[src/rtl/irrig_pkg.sv]
// Shared types and constants for the tank-and-irrigation controller.
package irrig_pkg;

  localparam int ST_W = 3;

  typedef enum logic [ST_W-1:0] {
    ENCHENDO = 3'd0,
    CHEIO    = 3'd1,
    REGANDO  = 3'd2,
    LIMPANDO = 3'd3,
    ALARME   = 3'd4
  } irrig_state_t;

  localparam logic MODO_SPRAY = 1'b1;
  localparam logic MODO_DRIP  = 1'b0;

endpackage

[src/rtl/irrig_zone_ctrl_if.sv]
// Sensor/button inputs and valve/LED outputs of the irrigation controller.
// Optional Ciclos counter output exists only when IRRIG_CYCLE_CNT_EN is defined.
interface irrig_zone_ctrl_if #(
  parameter int N_ZONES = 4,
  parameter int TIME_W  = 8
);
  localparam int ZW = $clog2(N_ZONES);

  logic                L, H, Ve, Al, Ack;
  logic [N_ZONES-1:0]  Req, Modo;
  logic [TIME_W-1:0]   water_time;
  logic                Enchendo, Cheio, Limpando, Alarme, Falha;
  logic                Aspersao, Gotejamento;
  logic [N_ZONES-1:0]  Valvula;
  logic [ZW-1:0]       Zona;
`ifdef IRRIG_CYCLE_CNT_EN
  logic [15:0]         Ciclos;
`endif

  modport master (
    output L, H, Ve, Al, Ack, Req, Modo, water_time,
    input  Enchendo, Cheio, Limpando, Alarme, Falha, Aspersao, Gotejamento,
    input  Valvula, Zona
`ifdef IRRIG_CYCLE_CNT_EN
    , input Ciclos
`endif
  );

  modport slave (
    input  L, H, Ve, Al, Ack, Req, Modo, water_time,
    output Enchendo, Cheio, Limpando, Alarme, Falha, Aspersao, Gotejamento,
    output Valvula, Zona
`ifdef IRRIG_CYCLE_CNT_EN
    , output Ciclos
`endif
  );
endinterface

[src/rtl/irrig_debounce.sv]
// Two-flop synchroniser followed by a debounce: the output follows the
// synchronised input only after DB consecutive samples that differ from it.
module irrig_debounce #(
  parameter int DB = 3
) (
  input  logic Clk,
  input  logic Rst,
  input  logic din,
  output logic dout
);
  localparam int CW = $clog2(DB + 1);

  logic          s1, s2;
  logic [CW-1:0] cnt;

  // Synchronise the raw asynchronous input into the Clk domain.
  always_ff @(posedge Clk or posedge Rst) begin
    if (Rst) begin
      s1 <= 1'b0;
      s2 <= 1'b0;
    end else begin
      s1 <= din;
      s2 <= s1;
    end
  end

  // Count disagreeing samples; toggle once DB of them arrive in a row.
  always_ff @(posedge Clk or posedge Rst) begin
    if (Rst) begin
      cnt  <= '0;
      dout <= 1'b0;
    end else if (s2 == dout) begin
      cnt <= '0;
    end else if (cnt == CW'(DB - 1)) begin
      cnt  <= '0;
      dout <= s2;
    end else begin
      cnt <= cnt + 1'b1;
    end
  end
endmodule

[src/rtl/irrig_zone_ctrl.sv]
// Tank fill / zone irrigation controller with round-robin zone service,
// fill-timeout fault and debounced alarm.
// Optional feature macro: IRRIG_CYCLE_CNT_EN adds the Ciclos completed-grant counter.
//
//   state    | meaning
//   ENCHENDO | filling tank, fill timer running
//   CHEIO    | tank full, idle, picks next pending zone
//   REGANDO  | watering granted zone, zone timer counting down
//   LIMPANDO | low level seen, waiting for drain valve closed
//   ALARME   | alarm or fill fault, waits for clear (and Ack if faulted)
module irrig_zone_ctrl
  import irrig_pkg::*;
#(
  parameter int N_ZONES      = 4,
  parameter int TIME_W       = 8,
  parameter int FILL_TIMEOUT = 200,
  parameter int ALARM_DB     = 3
) (
  input  logic            Clk,
  input  logic            Rst,
  irrig_zone_ctrl_if.slave bus
);
  localparam int ZW = $clog2(N_ZONES);

  irrig_state_t        state;
  logic [15:0]         fill_cnt;
  logic [TIME_W-1:0]   timer;
  logic [ZW-1:0]       zona, last, pick;
  logic                modo_l, falha, al_db, found;
  logic [N_ZONES-1:0]  pending, zone_oh;
  logic [TIME_W-1:0]   wt_load;
  logic                grant_end, grant_done;

  irrig_debounce #(.DB(ALARM_DB)) u_al_db (
    .Clk  (Clk),
    .Rst  (Rst),
    .din  (bus.Al),
    .dout (al_db)
  );

  assign zone_oh    = N_ZONES'(1) << zona;
  assign wt_load    = (bus.water_time == '0) ? TIME_W'(1) : bus.water_time;
  assign grant_done = (state == REGANDO) && !al_db && !bus.L && (timer == TIME_W'(1));
  assign grant_end  = (state == REGANDO) && !al_db && (bus.L || (timer == TIME_W'(1)));

  // Round-robin: first pending zone after the last one granted, wrapping.
  always_comb begin
    pick  = '0;
    found = 1'b0;
    for (int k = 1; k <= N_ZONES; k++) begin
      if (!found && pending[ZW'((int'(last) + k) % N_ZONES)]) begin
        pick  = ZW'((int'(last) + k) % N_ZONES);
        found = 1'b1;
      end
    end
  end

  // Pending requests: a new request wins over the clear of an ending grant.
  always_ff @(posedge Clk or posedge Rst) begin
    if (Rst) pending <= '0;
    else     pending <= (pending & ~(grant_end ? zone_oh : '0)) | bus.Req;
  end

  // Main sequencing FSM with fill timer and zone timer.
  always_ff @(posedge Clk or posedge Rst) begin
    if (Rst) begin
      state    <= ENCHENDO;
      fill_cnt <= '0;
      timer    <= '0;
      zona     <= '0;
      last     <= ZW'(N_ZONES - 1);
      modo_l   <= 1'b0;
      falha    <= 1'b0;
    end else begin
      case (state)
        ENCHENDO: begin
          if (al_db)      state <= ALARME;
          else if (bus.H) state <= CHEIO;
          else if (fill_cnt == 16'(FILL_TIMEOUT - 1)) begin
            state    <= ALARME;
            falha    <= 1'b1;
            fill_cnt <= fill_cnt + 1'b1;
          end else fill_cnt <= fill_cnt + 1'b1;
        end
        CHEIO: begin
          if (al_db)      state <= ALARME;
          else if (bus.L) state <= LIMPANDO;
          else if (found) begin
            state  <= REGANDO;
            zona   <= pick;
            last   <= pick;
            modo_l <= bus.Modo[pick];
            timer  <= wt_load;
          end
        end
        REGANDO: begin
          if (al_db)                        state <= ALARME;
          else if (bus.L)                   state <= LIMPANDO;
          else if (timer == TIME_W'(1))     state <= CHEIO;
          else                              timer <= timer - 1'b1;
        end
        LIMPANDO: begin
          if (bus.Ve) begin
            state    <= ENCHENDO;
            fill_cnt <= '0;
          end
        end
        ALARME: begin
          if (bus.Ack) falha <= 1'b0;
          if (!al_db && (!falha || bus.Ack)) begin
            state    <= ENCHENDO;
            fill_cnt <= '0;
          end
        end
        default: begin
          state    <= ENCHENDO;
          fill_cnt <= '0;
        end
      endcase
    end
  end

  assign bus.Enchendo    = (state == ENCHENDO);
  assign bus.Cheio       = (state == CHEIO);
  assign bus.Limpando    = (state == LIMPANDO);
  assign bus.Alarme      = (state == ALARME);
  assign bus.Falha       = falha;
  assign bus.Aspersao    = (state == REGANDO) && (modo_l == MODO_SPRAY);
  assign bus.Gotejamento = (state == REGANDO) && (modo_l != MODO_SPRAY);
  assign bus.Valvula     = (state == REGANDO) ? zone_oh : '0;
  assign bus.Zona        = zona;

`ifdef IRRIG_CYCLE_CNT_EN
  logic [15:0] ciclos;

  // Count grants that ran to timer expiry, saturating.
  always_ff @(posedge Clk or posedge Rst) begin
    if (Rst)                                   ciclos <= '0;
    else if (grant_done && ciclos != 16'hFFFF) ciclos <= ciclos + 1'b1;
  end

  assign bus.Ciclos = ciclos;
`endif
endmodule

[src/flat_wrapper.sv]
// flat-port wrapper written by rule: the top's interface ports become plain ports
module irrig_zone_ctrl_flat import irrig_pkg::*;
#(
  parameter int N_ZONES      = 4,
  parameter int TIME_W       = 8,
  parameter int FILL_TIMEOUT = 200,
  parameter int ALARM_DB     = 3
)
  (Clk, Rst, bus_L, bus_H, bus_Ve, bus_Al, bus_Ack, bus_Req, bus_Modo, bus_water_time, bus_Enchendo, bus_Cheio, bus_Limpando, bus_Alarme, bus_Falha, bus_Aspersao, bus_Gotejamento, bus_Valvula, bus_Zona);
  irrig_zone_ctrl_if #(.N_ZONES(N_ZONES), .TIME_W(TIME_W)) bus_i ();
  input  logic Clk;
  input  logic Rst;
  input wire logic [$bits(bus_i.L)-1:0] bus_L;
  input wire logic [$bits(bus_i.H)-1:0] bus_H;
  input wire logic [$bits(bus_i.Ve)-1:0] bus_Ve;
  input wire logic [$bits(bus_i.Al)-1:0] bus_Al;
  input wire logic [$bits(bus_i.Ack)-1:0] bus_Ack;
  input wire logic [$bits(bus_i.Req)-1:0] bus_Req;
  input wire logic [$bits(bus_i.Modo)-1:0] bus_Modo;
  input wire logic [$bits(bus_i.water_time)-1:0] bus_water_time;
  output wire logic [$bits(bus_i.Enchendo)-1:0] bus_Enchendo;
  output wire logic [$bits(bus_i.Cheio)-1:0] bus_Cheio;
  output wire logic [$bits(bus_i.Limpando)-1:0] bus_Limpando;
  output wire logic [$bits(bus_i.Alarme)-1:0] bus_Alarme;
  output wire logic [$bits(bus_i.Falha)-1:0] bus_Falha;
  output wire logic [$bits(bus_i.Aspersao)-1:0] bus_Aspersao;
  output wire logic [$bits(bus_i.Gotejamento)-1:0] bus_Gotejamento;
  output wire logic [$bits(bus_i.Valvula)-1:0] bus_Valvula;
  output wire logic [$bits(bus_i.Zona)-1:0] bus_Zona;
  assign bus_i.L = bus_L;
  assign bus_i.H = bus_H;
  assign bus_i.Ve = bus_Ve;
  assign bus_i.Al = bus_Al;
  assign bus_i.Ack = bus_Ack;
  assign bus_i.Req = bus_Req;
  assign bus_i.Modo = bus_Modo;
  assign bus_i.water_time = bus_water_time;
  assign bus_Enchendo = bus_i.Enchendo;
  assign bus_Cheio = bus_i.Cheio;
  assign bus_Limpando = bus_i.Limpando;
  assign bus_Alarme = bus_i.Alarme;
  assign bus_Falha = bus_i.Falha;
  assign bus_Aspersao = bus_i.Aspersao;
  assign bus_Gotejamento = bus_i.Gotejamento;
  assign bus_Valvula = bus_i.Valvula;
  assign bus_Zona = bus_i.Zona;
  irrig_zone_ctrl #(.N_ZONES(N_ZONES), .TIME_W(TIME_W), .FILL_TIMEOUT(FILL_TIMEOUT), .ALARM_DB(ALARM_DB)) u_core (.Clk(Clk), .Rst(Rst), .bus(bus_i));
endmodule
[config.mk]
export PLATFORM = sky130hd
export DESIGN_NAME = irrig_zone_ctrl_flat
export DESIGN_NICKNAME = d
export VERILOG_FILES = /design/src/rtl/irrig_pkg.sv /design/src/rtl/irrig_zone_ctrl_if.sv /design/src/rtl/irrig_debounce.sv /design/src/rtl/irrig_zone_ctrl.sv /design/src/flat_wrapper.sv
export SDC_FILE = /design/constraint.sdc
export NUM_CORES = 1
export LEC_CHECK = 0
export BUFFER_PORTS_ARGS = -buffer_cell sky130_fd_sc_hd__buf_4
export CAP_MARGIN = 20
export CORE_ASPECT_RATIO = 1.4
export CORE_MARGIN = 2
export CORE_UTILIZATION = 51
export DETAILED_ROUTE_END_ITERATION = 7
export PLACE_DENSITY = 0.75
export SYNTH_ARGS = -nofsm -noshare
export SYNTH_HDL_FRONTEND = slang
export SYNTH_SLANG_ARGS = --single-unit
export TNS_END_PERCENT = 10
[constraint.sdc]
create_clock -name Clk -period 1.7 [get_ports Clk]
set_input_delay 0 -clock Clk [delete_from_list [all_inputs] [get_ports Clk]]
set_output_delay 0 -clock Clk [all_outputs]
set_load 0.01 [all_outputs]
* After elaboration in Yosys (flattened, before gate mapping)
Cells that the tools add are included.
** Operators by class
- $add $sub $neg :: 7
- Magnitude comparators :: 5
- Equal/unequal tests :: 23
- Shift-type cells :: 1
- Mux-type cells :: 56
- Bitwise operators :: 8
- Reductions and logical operators :: 26
** Operator list (count)
- 16-bit 2-to-1 mux :: 4
- 16-bit one-hot mux with 4 select lines :: 1
- 8-bit 2-to-1 mux :: 7
- 3-bit 2-to-1 mux :: 11
- 2-bit != test (second input constant) :: 9
- 1-bit 2-to-1 mux :: 17
- 16-bit by 1-bit adder with 16-bit output (second input constant) :: 1
- 16-bit by 8-bit == test with 1-bit output (second input constant) :: 1
- 2-bit by 4-bit less-than comparator with 1-bit output (second input constant) :: 4
- 8-bit one-hot mux with 2 select lines :: 1
- 3-bit one-hot mux with 5 select lines :: 1
- 5-bit AND reduction :: 3
- 2-bit 2-to-1 mux :: 6
- 1-bit binary-select mux with 2-bit select :: 5
- 8-bit by 1-bit == test with 1-bit output (second input constant) :: 1
- 1-bit logical AND :: 8
- 8-bit logical NOT :: 1
- 4-bit 2-to-1 mux :: 2
- 4-bit by 2-bit != test with 1-bit output (second input constant) :: 2
- 8-bit by 1-bit subtractor with 8-bit output (second input constant) :: 1
- 7-bit AND reduction :: 1
- 2-bit by 1-bit adder with 2-bit output (second input constant) :: 3
- 3-bit by 2-bit == test with 1-bit output (second input constant) :: 2
- 2-bit by 1-bit != test with 1-bit output (second input constant) :: 3
- other kinds (20) :: 31
** Word-level totals
- Register bits :: 42
- Input bits :: 23
- Logic and storage cells :: 138

* Logic depth before layout (Yosys ltp)
Gate-level depths: netlist of run 1.
- Word-level depth :: 18
- Mapped depth :: 8

* Modules after synthesis
From an unflattened synthesis of run 1, not the netlist that was laid out.
** Unflattened totals
- Cell total of the unflattened synthesis :: 270
- Area total of the unflattened synthesis :: 2477.4 µm²
** Modules (own cells, without submodules)
- irrig_zone_ctrl :: times used 1, cells each 259, area each 2298.5 µm²
- irrig_debounce :: times used 1, cells each 11, area each 178.9 µm²

* Worst setup path before layout of run 1
OpenSTA, ideal clock, no wires.
- Path type :: register to register
- Start :: register u_core.u_al_db.dout
- End :: register u_core.modo_l
- Setup time :: 0.134 ns
- Data arrival time :: 1.578 ns
- Required time :: 1.566 ns
- Slack :: -0.012 ns
- Cell stages (with the launch flop) :: 6
- Buffers on the path :: 1
- Clock period less this slack :: 1.712 ns
- Path through :: dfrtp_1 > buf_6 > or3_4 > or3_4 > a2111oi_2 > a211oi_1
** Between the ends
- Cells in the longest elaborated chain, start to end :: 2
** Ends and longest elaborated chain
- start, declared :: RTL line irrig_debounce.sv:9 : output logic dout
- start signal, assigned :: RTL line irrig_debounce.sv:31 : dout <= 1'b0;
- start signal, assigned :: RTL line irrig_debounce.sv:36 : dout <= s2;
- 1-bit inverter (no source line)
- 4-bit AND reduction (no source line)
- end signal, assigned :: RTL line irrig_zone_ctrl.sv:92 : modo_l <= bus.Modo[pick];
- end, declared :: RTL line irrig_zone_ctrl.sv:29 : logic modo_l, falha, al_db, found;
Every way passes these cells.
A chain may end at the register's enable or synchronous reset.

* Worst setup path in the final report of run 1
- Start :: register u_core.fill_cnt[12]
- End :: register u_core.state[2]
** Between the ends
- Cells in the longest elaborated chain, start to end :: 3
** Ends and longest elaborated chain
- start, declared :: RTL line irrig_zone_ctrl.sv:26 : logic [15:0] fill_cnt;
- start signal, assigned :: RTL line irrig_zone_ctrl.sv:82 : fill_cnt <= fill_cnt + 1'b1;
- start signal, assigned :: RTL line irrig_zone_ctrl.sv:83 : end else fill_cnt <= fill_cnt + 1'b1;
- 16-bit by 8-bit == test with 1-bit output :: RTL line irrig_zone_ctrl.sv:79 : else if (fill_cnt == 16'(FILL_TIMEOUT - 1)) begin
- 4-bit by 2-bit != test with 1-bit output (no source line)
- 5-bit AND reduction (no source line)
- end signal, assigned :: RTL line irrig_zone_ctrl.sv:77 : if (al_db) state <= ALARME;
- end signal, assigned :: RTL line irrig_zone_ctrl.sv:78 : else if (bus.H) state <= CHEIO;
- end signal, assigned :: RTL line irrig_zone_ctrl.sv:80 : state <= ALARME;
- end, declared :: RTL line irrig_zone_ctrl.sv:25 : irrig_state_t state;
Every way passes these cells.

==> results of run 1 <==
synth_stat cells (2+ instances only):
cell and n:
nor4_2 2, o31ai_1 5, o21ai_1 14, nor3_1 16
or3_1 5, nor4_1 3, inv_1 5, dfrtp_1 40
nand2_1 30, a21oi_1 19, o21ai_0 11, nor2b_1 6
a21o_1 4, nand4_1 5, dfstp_2 2, nand2b_1 4
and3_1 5, xnor2_1 2, nor3_2 2, xor2_1 7
ha_1 3, a31oi_1 3, o22ai_1 2, nand3_1 5
nor2_1 28, and2_1 7, or3_4 2, nand3b_1 3
buf_2 5, buf_6 2, buf_4 3, or4_1 2
clkbuf_1 3, nand3_2 3, a31o_1 2
timing repair:
item	4_1_cts	5_1_grt
pin swaps	0	3
setup buffers	0	1
hold buffers	13	0
hold endpoints to repair	52	0
resized for setup	2	8
endpoints found under the setup margin	4	23
cloned	0	0
power breakdown:
part / switching, mW / internal (mW) / total, mW
clock network: 0.347 / 0.410 / 0.757
registers: 0.256 / 1.25 / 1.51
logic: 1.18 / 1.05 / 2.23
stage by stage:
step                instances  hold WS [ns]   TNS [ns]  instance area [sq um]
floorplan                 280       0.03143          0                   2490
global placement          408        0.1118          0                   3079
detailed placement        408        0.1133  -0.001633                   3079
CTS                       429      0.006143          0                   3323
global route              430       0.02471     -1.246                   3369
finish                    430      0.008244   -0.04545                   3369
cells by family after synthesis:
family / share of synthesized area
AO/OA/AOI/OAI: 0.1808
XOR/XNOR: 0.03182
adder cells (fa/ha/maj): 0.01515
buffers and inverters: 0.04040
flip-flops: 0.4253
multiplexers: 0.004545
AND/OR/NAND/NOR: 0.3020
flip-flops by register name (all words and copies together) (netlist names):
name / cells
u_core.bus.Falha: 1
u_core.bus.Zona: 2
u_core.fill_cnt: 16
u_core.last: 2
u_core.modo_l: 1
u_core.pending: 4
u_core.state: 3
u_core.timer: 8
u_core.u_al_db.cnt: 2
u_core.u_al_db.dout: 1
u_core.u_al_db.s1: 1
u_core.u_al_db.s2: 1
worst max-delay path by stage:
stage                                                from                              end  slack, ns  cells after the start
after detailed placement  u_core.u_al_db.dout$_DFFE_PP0P_  u_core.fill_cnt[15]$_DFFE_PP0P_     -0.002                      6
after CTS                 u_core.u_al_db.dout$_DFFE_PP0P_  u_core.fill_cnt[15]$_DFFE_PP0P_      0.003                      6
after global placement        u_core.state[0]$_DFFE_PP0P_  u_core.fill_cnt[12]$_DFFE_PP0P_       0.02                      6
final                     u_core.fill_cnt[12]$_DFFE_PP0P_      u_core.state[2]$_DFFE_PP0P_      -0.05                      5
after global routing      u_core.u_al_db.dout$_DFFE_PP0P_      u_core.timer[3]$_DFFE_PP0P_      -0.14                      6
after floorplan           u_core.u_al_db.dout$_DFFE_PP0P_      u_core.timer[2]$_DFFE_PP0P_       0.02                      7
final cells by class:
cell class                      count  area, sq um  share of cell area
Tap cell                           64        80.08             0.02377
Timing Repair Buffer               91        728.2              0.2161
Multi-Input combinational cell    220         1376              0.4085
Inverter                            5        18.77            0.005570
Sequential cell                    42         1056              0.3134
Clock buffer                        8        110.1             0.03268
metal layers:
layer | global-route usage | vias up | wire length (um)
li1 | - | 1175 | -
met1 | 0.2750 | 1153 | 2479
met2 | 0.4623 | 44 | 3482
met3 | 0.03636 | 6 | 202
met4 | 0.08283 | 0 | 72
met5 | 0 | - | 0
worst reg2reg max path, delay by kind of cell (launching register included):
kind	cells	cell delay, ns
simple gates	3	0.90
flops	1	0.39
compound gates	2	0.37
==> summary.md, run 1 <==
| Metric | Value |
|---|---|
| Initial Utilization | `0.5197` |
| ANT cells | `0` |
| Mapped cell area | `0.002477 sq mm` |
| Final worst slack | `-0.04545 ns` |
| Final setup fails | `1` |
| Delay of the slowest cell on the worst path | `0.53 ns` |
| Largest net degree at the start of global routing | `43` |
| Die area | `0.005439 sq mm` |
| CP top delay family | `simple AND/OR/NAND/NOR gates` |
| Crit share post-route | `1.027` |
| Initial DRC count | `176` |
| Vias/cell | `5.530` |
| Crit-path cells | `or4_4 > nor4_2 > and4b_1 > o21ai_1 > o31ai_1` |
| DR vias | `2378` |
| Top cells by area, synth | `dfrtp_1 (40%), nand2_1 (4.5%), nor2_1 (4.2%), a21oi_1 (3.8%), nor3_1 (3.2%)` |
| RSZ-0062 raised after global routing | `true` |
| EDFF count, synth | `0` |
| Yosys warning count | `0` |
| RePlAce Congestion | `0.8710` |
| Cell row count | `30` |
| Drt first pass iters | `5` |
| Total grt overflow | `0` |
| Most frequent cells in the layout | `buf_4 (77), dfrtp_1 (38), nand2_1 (30)` |
| Longest Clk Path Bufs | `2` |
| Mapped Avg Cell Area | `8.848 sq um` |
| Io pins | `36` |
| Layout cells sized above 1 | `0.3087` |
| Core area | `0.004767 sq mm` |
| Asr flop ratio synth | `1.000` |
| MaxCap Viol Count | `0` |
| Worst Path Arrival | `1.95 ns` |
| Synth Net Count | `306` |
| Slowest cell on the critical path | `or4_4` |
| Status | `finished with violations` |
| R2r worst-path depth | `5` |
| Synth top area share | `0.4040` |
| Area grow syn2layout | `36.01%` |
| Tot Pwr | `4.501 mW` |
| Hold Path Origin | `bus_water_time[5]` |
| H-tree levels | `2` |
| Total track usage | `0.2432` |
| Yosys reg bits | `42` |
| R2R Path End | `u_core.state[2]$_DFFE_PP0P_` |
| Peak supply drop | `0.0007203 V` |
| Die height | `86.47 um` |
| Commonest non-fill, non-tap cell in the layout | `buf_4` |
| WL per Instance | `14.50 um` |
| Fillers | `407` |
| Fin util | `0.7068` |
| TritonCTS clock tree | `built` |
| Port bufs | `35` |
| Worst Skew | `0.007153 ns` |
| Hold crit path type | `primary input to flop` |
| Area leader, netlist | `dfrtp_1` |
| Synth Instances | `280` |
| Top FF cell, synth | `dfrtp_1` |
| Fin nets | `391` |
| Clock latency on the worst-skew pair | `0.30 ns` |
| Buf/Inv on CP | `0` |
| Number of distinct library cells after synthesis | `55` |
| Post-place setup slack | `-0.001633 ns` |
| Post-route ant nets | `0` |
| Min cycle time layout | `1.745 ns` |
| Final Hold Vio Count | `0` |
| First-pass GRT wire length | `10.62 mm` |
| Clock tree root buffer cell | `clkbuf_8` |
| Worst-path maximum fanout | `2` |
| Slew Limit Fails | `0` |
| Antenna violations before repair | `0` |
| Routed WL | `6.237 mm` |
| Critical Path Start Type | `flop` |
| DP HPWL | `4.487 mm` |
| Sequential share of the synthesized area | `0.4253` |
| Die extent in x | `62.91 um` |
| R2R Setup Slk | `-0.05 ns` |
| DR DRC count | `0` |
| Fmax achieved | `0.5729 GHz` |
| Clock Sinks | `42` |
| Worst slew pin tran | `0.5466 ns` |
| Hold Path End | `u_core.timer[5]$_DFFE_PP0P_` |
| Worst-path clk slew | `0.08 ns` |
| Hold Path Stages | `3` |
| Leak | `1.502 nW` |
| PwrDens | `1336 mW/mm^2` |
| Crit. End Element | `flop` |
| Max-Slew Margin vs Limit | `0.6356` |
| Number of global-route vias before repair | `2417` |
| CP Class | `flop to flop` |
| CTS Buf Count | `5` |
| R2r startpoint | `u_core.fill_cnt[12]$_DFFE_PP0P_` |
| Critical Path RT | `1.90 ns` |
| Violated checks | `setup timing` |
(Power assumes the default switching activity.)
==> inputs of run 2 (changes only) <==
--- a/config.mk
+++ b/config.mk
@@ -7,11 +7,13 @@
 export LEC_CHECK = 0
 export BUFFER_PORTS_ARGS = -buffer_cell sky130_fd_sc_hd__buf_4
 export CAP_MARGIN = 20
+export CELL_PAD_IN_SITES_DETAIL_PLACEMENT = 1
+export CELL_PAD_IN_SITES_GLOBAL_PLACEMENT = 1
 export CORE_ASPECT_RATIO = 1.4
 export CORE_MARGIN = 2
-export CORE_UTILIZATION = 51
+export CORE_UTILIZATION = 39
 export DETAILED_ROUTE_END_ITERATION = 7
-export PLACE_DENSITY = 0.75
+export PLACE_DENSITY_LB_ADDON = 0.1
 export SYNTH_ARGS = -nofsm -noshare
 export SYNTH_HDL_FRONTEND = slang
 export SYNTH_SLANG_ARGS = --single-unit
==> summary.md, run 2 (synthesis gave the netlist of run 1 again) <==
| Metric | Value |
|---|---|
| Final setup fails | `13 (+12)` |
| Cell row count | `34 (+13%)` |
| Number of global-route vias before repair | `2678 (+11%)` |
| Fin nets | `400 (+2.3%)` |
| Worst Skew | `0.01189 ns (+0.004739 ns)` |
| CTS Buf Count | `5 (unchanged)` |
| Max-Slew Margin vs Limit | `0.6246 (-0.01097)` |
| Total track usage | `0.2210 (-0.02219)` |
| Die extent in x | `71.36 um (+13%)` |
| Buf/Inv on CP | `1 (+1)` |
| Peak supply drop | `0.0006665 V (-7.5%)` |
| Leak | `1.574 nW (+4.8%)` |
| Commonest non-fill, non-tap cell in the layout | `buf_4` |
| Delay of the slowest cell on the worst path | `0.44 ns (-0.09 ns)` |
| Total grt overflow | `0 (unchanged)` |
| Final Cell Area | `0.003533 sq mm (+4.9%)` |
| Worst-path maximum fanout | `6 (+4)` |
| Fmax achieved | `0.5646 GHz (-1.4%)` |
| Min cycle time layout | `1.771 ns (+0.02567 ns)` |
| Port bufs | `35 (unchanged)` |
| Tot Pwr | `4.686 mW (+4.1%)` |
| Final worst slack | `-0.07112 ns (-0.02567 ns)` |
| Status | `finished with violations` |
| Biggest register | `u_core.fill_cnt` |
| WL per Instance | `16.67 um (+15%)` |
| Crit. End Element | `flop` |
| RePlAce Congestion | `0.7678 (-12%)` |
| Hold crit path type | `primary input to flop` |
| Io pins | `36 (unchanged)` |
| PwrDens | `1326 mW/mm^2 (-0.72%)` |
| H-tree levels | `2 (unchanged)` |
| Critical Path Start Type | `flop` |
| Largest register FFs | `16 (unchanged)` |
| Post-place setup slack | `-0.08452 ns (-0.08288 ns)` |
| Setup TNS | `-0.5667 ns (-0.5212 ns)` |
| Antenna violations before repair | `0 (unchanged)` |
| ANT cells | `0 (unchanged)` |
| DP HPWL | `5.359 mm (+19%)` |
| Finished Layout Cells | `447 (+4.0%)` |
| Crit-path cells | `or3_4 > a311oi_4 > nor2_4 > buf_6 > o21ai_2 > o21ai_1` |
| Worst Path Arrival | `1.96 ns (about the same)` |
| Die height | `98.31 um (+14%)` |
| Final Hold Vio Count | `0 (unchanged)` |
| Worst-path clk slew | `0.08 ns (about the same)` |
| Die area | `0.007015 sq mm (+29%)` |
| Layout cells sized above 1 | `0.3733 (+0.06459)` |
| Vias/cell | `5.483 (-0.85%)` |
| CP top delay family | `simple AND/OR/NAND/NOR gates` |
| Worst slew pin tran | `0.5630 ns (+0.01645 ns)` |
| Area grow syn2layout | `42.63%` |
| RSZ-0062 raised after global routing | `true` |
| DR vias | `2451 (+3.1%)` |
| Largest net degree at the start of global routing | `43 (unchanged)` |
| Critical Path RT | `1.88 ns (-0.02 ns)` |
| Slowest cell on the critical path | `dfrtp_2` |
| Initial DRC count | `63 (-64%)` |
| Core area | `0.006168 sq mm (+29%)` |
| Placed insts | `423 (+3.7%)` |
| Most frequent cells in the layout | `buf_4 (85), dfrtp_1 (37), nand2_1 (30)` |
| Post-route ant nets | `0 (unchanged)` |
| DR DRC count | `0 (unchanged)` |
| Fin util | `0.5728 (-0.1340)` |
| Violated checks | `setup timing` |
| Initial Utilization | `0.4016 (-0.1181)` |
| Clock tree root buffer cell | `clkbuf_8` |
| MaxCap Viol Count | `0 (unchanged)` |
| Top Registers | `u_core.fill_cnt (16), u_core.timer (8), u_core.pending (4)` |
| Clock latency on the worst-skew pair | `0.29 ns (about the same)` |
| Longest Clk Path Bufs | `2 (unchanged)` |
| WHS | `0.003715 ns (-0.004529 ns)` |
| Clock Sinks | `42 (unchanged)` |
| Crit share post-route | `1.042 (+0.01510)` |
| First-pass GRT wire length | `12.30 mm (+16%)` |
| Routed WL | `7.450 mm (+19%)` |
| CP Class | `flop to flop` |
| Placed cell areas | `0.003142 sq mm (+2.0%)` |
| Slew Limit Fails | `0 (unchanged)` |
| Drt first pass iters | `4 (-1)` |
| TritonCTS clock tree | `built` |
run 2: cell count changes in the layout (fill, tap and decap cells not counted), sizes merged:
cell         change
clkinv           +2
buf             +11
dlygate4sd3      -2
clkbuf           -2
run 2: final timing paths:
check,endpoint,cells past startpoint,slack (ns),from
setup / recovery,u_core.timer[4]$_DFFE_PP0P_,6,-0.07,u_core.u_al_db.dout$_DFFE_PP0P_
hold / removal,u_core.timer[1]$_DFFE_PP0P_,3,0.004,bus_water_time[1]
setup reg to reg,u_core.timer[4]$_DFFE_PP0P_,6,-0.07,u_core.u_al_db.dout$_DFFE_PP0P_
hold reg to reg,u_core.u_al_db.s2$_DFF_PP0_,0,0.36,u_core.u_al_db.s1$_DFF_PP0_
max in group asynchronous,u_core.state[0]$_DFFE_PP0P_,4,0.86,Rst
min in group asynchronous,u_core.timer[5]$_DFFE_PP0P_,4,0.42,Rst
run 2: routing by layer:
metal	vias to the layer above	part of all wire	GRT usage
met5	-	0	0
met4	0	0.017	0.07692
met3	9	0.018	0.02786
met2	29	0.57	0.4217
met1	1217	0.39	0.2438
li1	1196	-	-
run 2: final cells by class:
| class | count | area (sq um) |
|---|---|---|
| multi-input cells | 220 | 1489 |
| repair buffers | 100 | 795.8 |
| clock buffers | 6 | 72.57 |
| fillers | 730 | 2635 |
| flip-flops and latches | 42 | 1057 |
| clock inverters | 2 | 10.01 |
| well taps | 72 | 90.09 |
| inverters | 5 | 18.77 |
run 2: repair_timing:
item                                    4_1_cts  5_1_grt
pin swaps                                     3       13
setup buffers                                 1        3
hold endpoints to repair                     50        0
cloned                                        0        1
endpoints found under the setup margin       16       32
hold buffers                                 11        0
resized for setup                             6       30
run 2: worst reg2reg max path, cell delays in order (launching register included):
cell	delay, ns
dfrtp_2	0.44
or3_4	0.43
a311oi_4	0.35
nor2_4	0.11
buf_6	0.16
o21ai_2	0.11
o21ai_1	0.07
run 2: report_power, final:
group / internal, mW / switching, mW / total (mW)
logic: 1.19 / 1.33 / 2.52
clock network: 0.285 / 0.341 / 0.626
registers: 1.26 / 0.279 / 1.54
==> inputs of run 3 (changes only) <==
--- a/config.mk
+++ b/config.mk
@@ -5,11 +5,11 @@
 export SDC_FILE = /design/constraint.sdc
 export NUM_CORES = 1
 export LEC_CHECK = 0
+export ABC_CLOCK_PERIOD_IN_PS = 1700
 export BUFFER_PORTS_ARGS = -buffer_cell sky130_fd_sc_hd__buf_4
 export CAP_MARGIN = 20
 export CELL_PAD_IN_SITES_DETAIL_PLACEMENT = 1
 export CELL_PAD_IN_SITES_GLOBAL_PLACEMENT = 1
-export CORE_ASPECT_RATIO = 1.4
 export CORE_MARGIN = 2
 export CORE_UTILIZATION = 39
 export DETAILED_ROUTE_END_ITERATION = 7
==> summary.md, run 3 (synthesis gave the netlist of run 1 again) <==
| Metric | Value |
|---|---|
| Status | `finished with violations` |
| Violated checks | `setup timing` |
| Sequential power share | `0.329 (about the same)` |
| Final setup fails | `8 (-5)` |
| Placed insts | `422 (-0.24%)` |
| Largest register FFs | `16 (unchanged)` |
| Delay of the slowest cell on the worst path | `0.54 ns (+0.10 ns)` |
| Clk pwr share | `0.165 (+0.031)` |
| CP Launch Point | `u_core.fill_cnt[12]$_DFFE_PP0P_` |
| Total grt overflow | `0 (unchanged)` |
| Slowest cell on the critical path | `or4_4` |
| Initial Utilization | `0.3970 (-0.004670)` |
| Storage cell area | `0.001059 sq mm (+0.12%)` |
| Finished Layout Cells | `447 (unchanged)` |
| Worst Skew | `0.009281 ns (-0.002611 ns)` |
| Total track usage | `0.2185 (-0.002590)` |
| ANT cells | `0 (unchanged)` |
| Setup TNS | `-0.3605 ns (+0.2061 ns)` |
| Worst-path maximum fanout | `2 (-4)` |
| Fmax achieved | `0.5599 GHz (-0.83%)` |
| Worst Path Arrival | `1.99 ns (+0.03 ns)` |
| Most frequent cells in the layout | `buf_4 (77), dfrtp_1 (36), nand2_1 (30)` |
| Leak | `1.547 nW (-1.7%)` |
| Routed WL | `7.441 mm (-0.12%)` |
| Vias/cell | `5.499 (+0.29%)` |
| Largest net degree at the start of global routing | `43 (unchanged)` |
| Die area | `0.007006 sq mm (-0.13%)` |
| CTS Buf Count | `5 (unchanged)` |
| Hold crit path type | `primary input to flop` |
| Clock latency on the worst-skew pair | `0.30 ns (about the same)` |
| Min cycle time layout | `1.786 ns (+0.01487 ns)` |
| Layout cells sized above 1 | `0.3568 (-0.01658)` |
| MaxCap Viol Count | `0 (unchanged)` |
| Die extent in x | `83.70 um (+17%)` |
| Fin nets | `395 (-1.3%)` |
| R2r startpoint | `u_core.fill_cnt[12]$_DFFE_PP0P_` |
| Slew Limit Fails | `0 (unchanged)` |
| Combinational cell fraction of total power | `0.506 (-0.032)` |
| Worst slew pin tran | `0.5525 ns (-0.01049 ns)` |
| First-pass GRT wire length | `12.51 mm (+1.7%)` |
| Fillers | `731 (+0.14%)` |
| TritonCTS clock tree | `built` |
| Placed cell areas | `0.003103 sq mm (-1.2%)` |
| Crit-path cells | `or4_4 > nor4_2 > and4b_2 > o21ai_2 > o31ai_1` |
| Max-Slew Margin vs Limit | `0.6316 (+0.006993)` |
| DP HPWL | `5.241 mm (-2.2%)` |
| Die height | `83.70 um (-15%)` |
| Antenna violations before repair | `0 (unchanged)` |
| Cell row count | `29 (-15%)` |
| Net Sw Frac | `0.4076 (-0.009023)` |
| RePlAce Congestion | `0.7812 (+1.7%)` |
| H-tree levels | `2 (unchanged)` |
| Critical Path Start Type | `flop` |
| Longest Clk Path Bufs | `2 (unchanged)` |
| Peak supply drop | `0.0006865 V (+3.0%)` |
| Biggest register | `u_core.fill_cnt` |
| Initial DRC count | `93 (+48%)` |
| Crit share post-route | `1.051 (+0.008748)` |
| Crit. End Element | `flop` |
| PwrDens | `1360 mW/mm^2 (+2.6%)` |
| Final worst slack | `-0.08599 ns (-0.01487 ns)` |
| Clock Sinks | `42 (unchanged)` |
| Area of the multi-input gates | `0.001475 sq mm (-0.92%)` |
| WL per Instance | `16.65 um (-0.12%)` |
| Critical Path RT | `1.90 ns (+0.02 ns)` |
| Final Hold Vio Count | `0 (unchanged)` |
| Core area | `0.006241 sq mm (+1.2%)` |
| Worst-path clk slew | `0.09 ns (about the same)` |
| Commonest non-fill, non-tap cell in the layout | `buf_4` |
| Port bufs | `35 (unchanged)` |
| Post-route ant nets | `0 (unchanged)` |
| Top Registers | `u_core.fill_cnt (16), u_core.timer (8), u_core.pending (4)` |
| Final Cell Area | `0.003523 sq mm (-0.28%)` |
| Hold Path Origin | `bus_H` |
| DR DRC count | `0 (unchanged)` |
| Drt first pass iters | `4 (unchanged)` |
| Area grow syn2layout | `42.22%` |
| Io pins | `36 (unchanged)` |
| Clock tree root buffer cell | `clkbuf_8` |
| Net switching power | `1.954 mW (about the same)` |
| RSZ-0062 raised after global routing | `true` |
| DR vias | `2458 (+0.29%)` |
| Number of global-route vias before repair | `2620 (-2.2%)` |
| Tot Pwr | `4.793 mW (+2.3%)` |
| CP Class | `flop to flop` |
| P_int | `2.840 mW (+3.9%)` |
[run 3: changes by cell type in the layout (fill, tap and decap cells not counted), sizes merged]
cell	previous run	this run
bufinv	0	1
clkinv	2	0
dlygate4sd3	11	12
clkbuf	6	7
buf	89	83
[run 3: path summary, 6_finish.rpt]
check | slack, ns | cells past startpoint | endpoint
hold / removal | 0.008 | 3 | u_core.state[0]$_DFFE_PP0P_
max in group asynchronous | 0.89 | 4 | u_core.fill_cnt[5]$_DFFE_PP0P_
setup reg to reg | -0.09 | 5 | u_core.state[1]$_DFFE_PP0P_
hold reg to reg | 0.36 | 0 | u_core.u_al_db.s2$_DFF_PP0_
min in group asynchronous | 0.41 | 4 | u_core.fill_cnt[1]$_DFFE_PP0P_
setup / recovery | -0.09 | 5 | u_core.state[1]$_DFFE_PP0P_
[run 3: layout make-up]
class	count	share of cell area
multi-input cells	220	0.4187
flip-flops and latches	42	0.3004
repair buffers	95	0.2180
well taps	77	0.02734
clock buffers	7	0.02166
clock inverters	1	0.008523
inverters	5	0.005327
[run 3: power by group through the flow]
stage,Sequential (mW),Combinational [mW],Clock (mW)
after floorplan,1.44,1.39,0
after global placement,1.54,2.10,0
after detailed placement,1.56,2.15,0
after CTS,1.56,2.28,0.813
after global routing,1.62,2.67,0.849
final,1.58,2.43,0.791
[run 3: repair_timing]
item	CTS	global route
gates resized for setup	12	25
hold endpoints to repair	51	0
setup buffers	1	4
pin swaps	7	8
cloned	0	0
hold buffers	12	0
setup endpoints to repair	12	28
[run 3: per-stage QoR]
step | setup slack [ns] | hold WS (ns) | utilization
floorplan | 0.01646 | 0.03143 | -
global placement | 0.003082 | 0.1100 | 0.4972
detailed placement | -0.09614 | 0.1127 | 0.4972
CTS | -0.08450 | 0.01018 | 0.5431
global route | -0.1862 | 0.02659 | 0.5646
finish | -0.08599 | 0.007589 | 0.5646
[run 3: critical path, delay by kind of cell, from the launching register on]
kind	cells	cell delay, ns
flops	1	0.38
compound gates	2	0.29
simple gates	3	1.01
[run 3: per-layer routing]
metal,part of all wire,track usage,wire (um)
met1,0.46,0.2831,3402
met2,0.49,0.3775,3625
met3,0.036,0.03660,270
met4,0.019,0.06012,144
met5,0,0,0
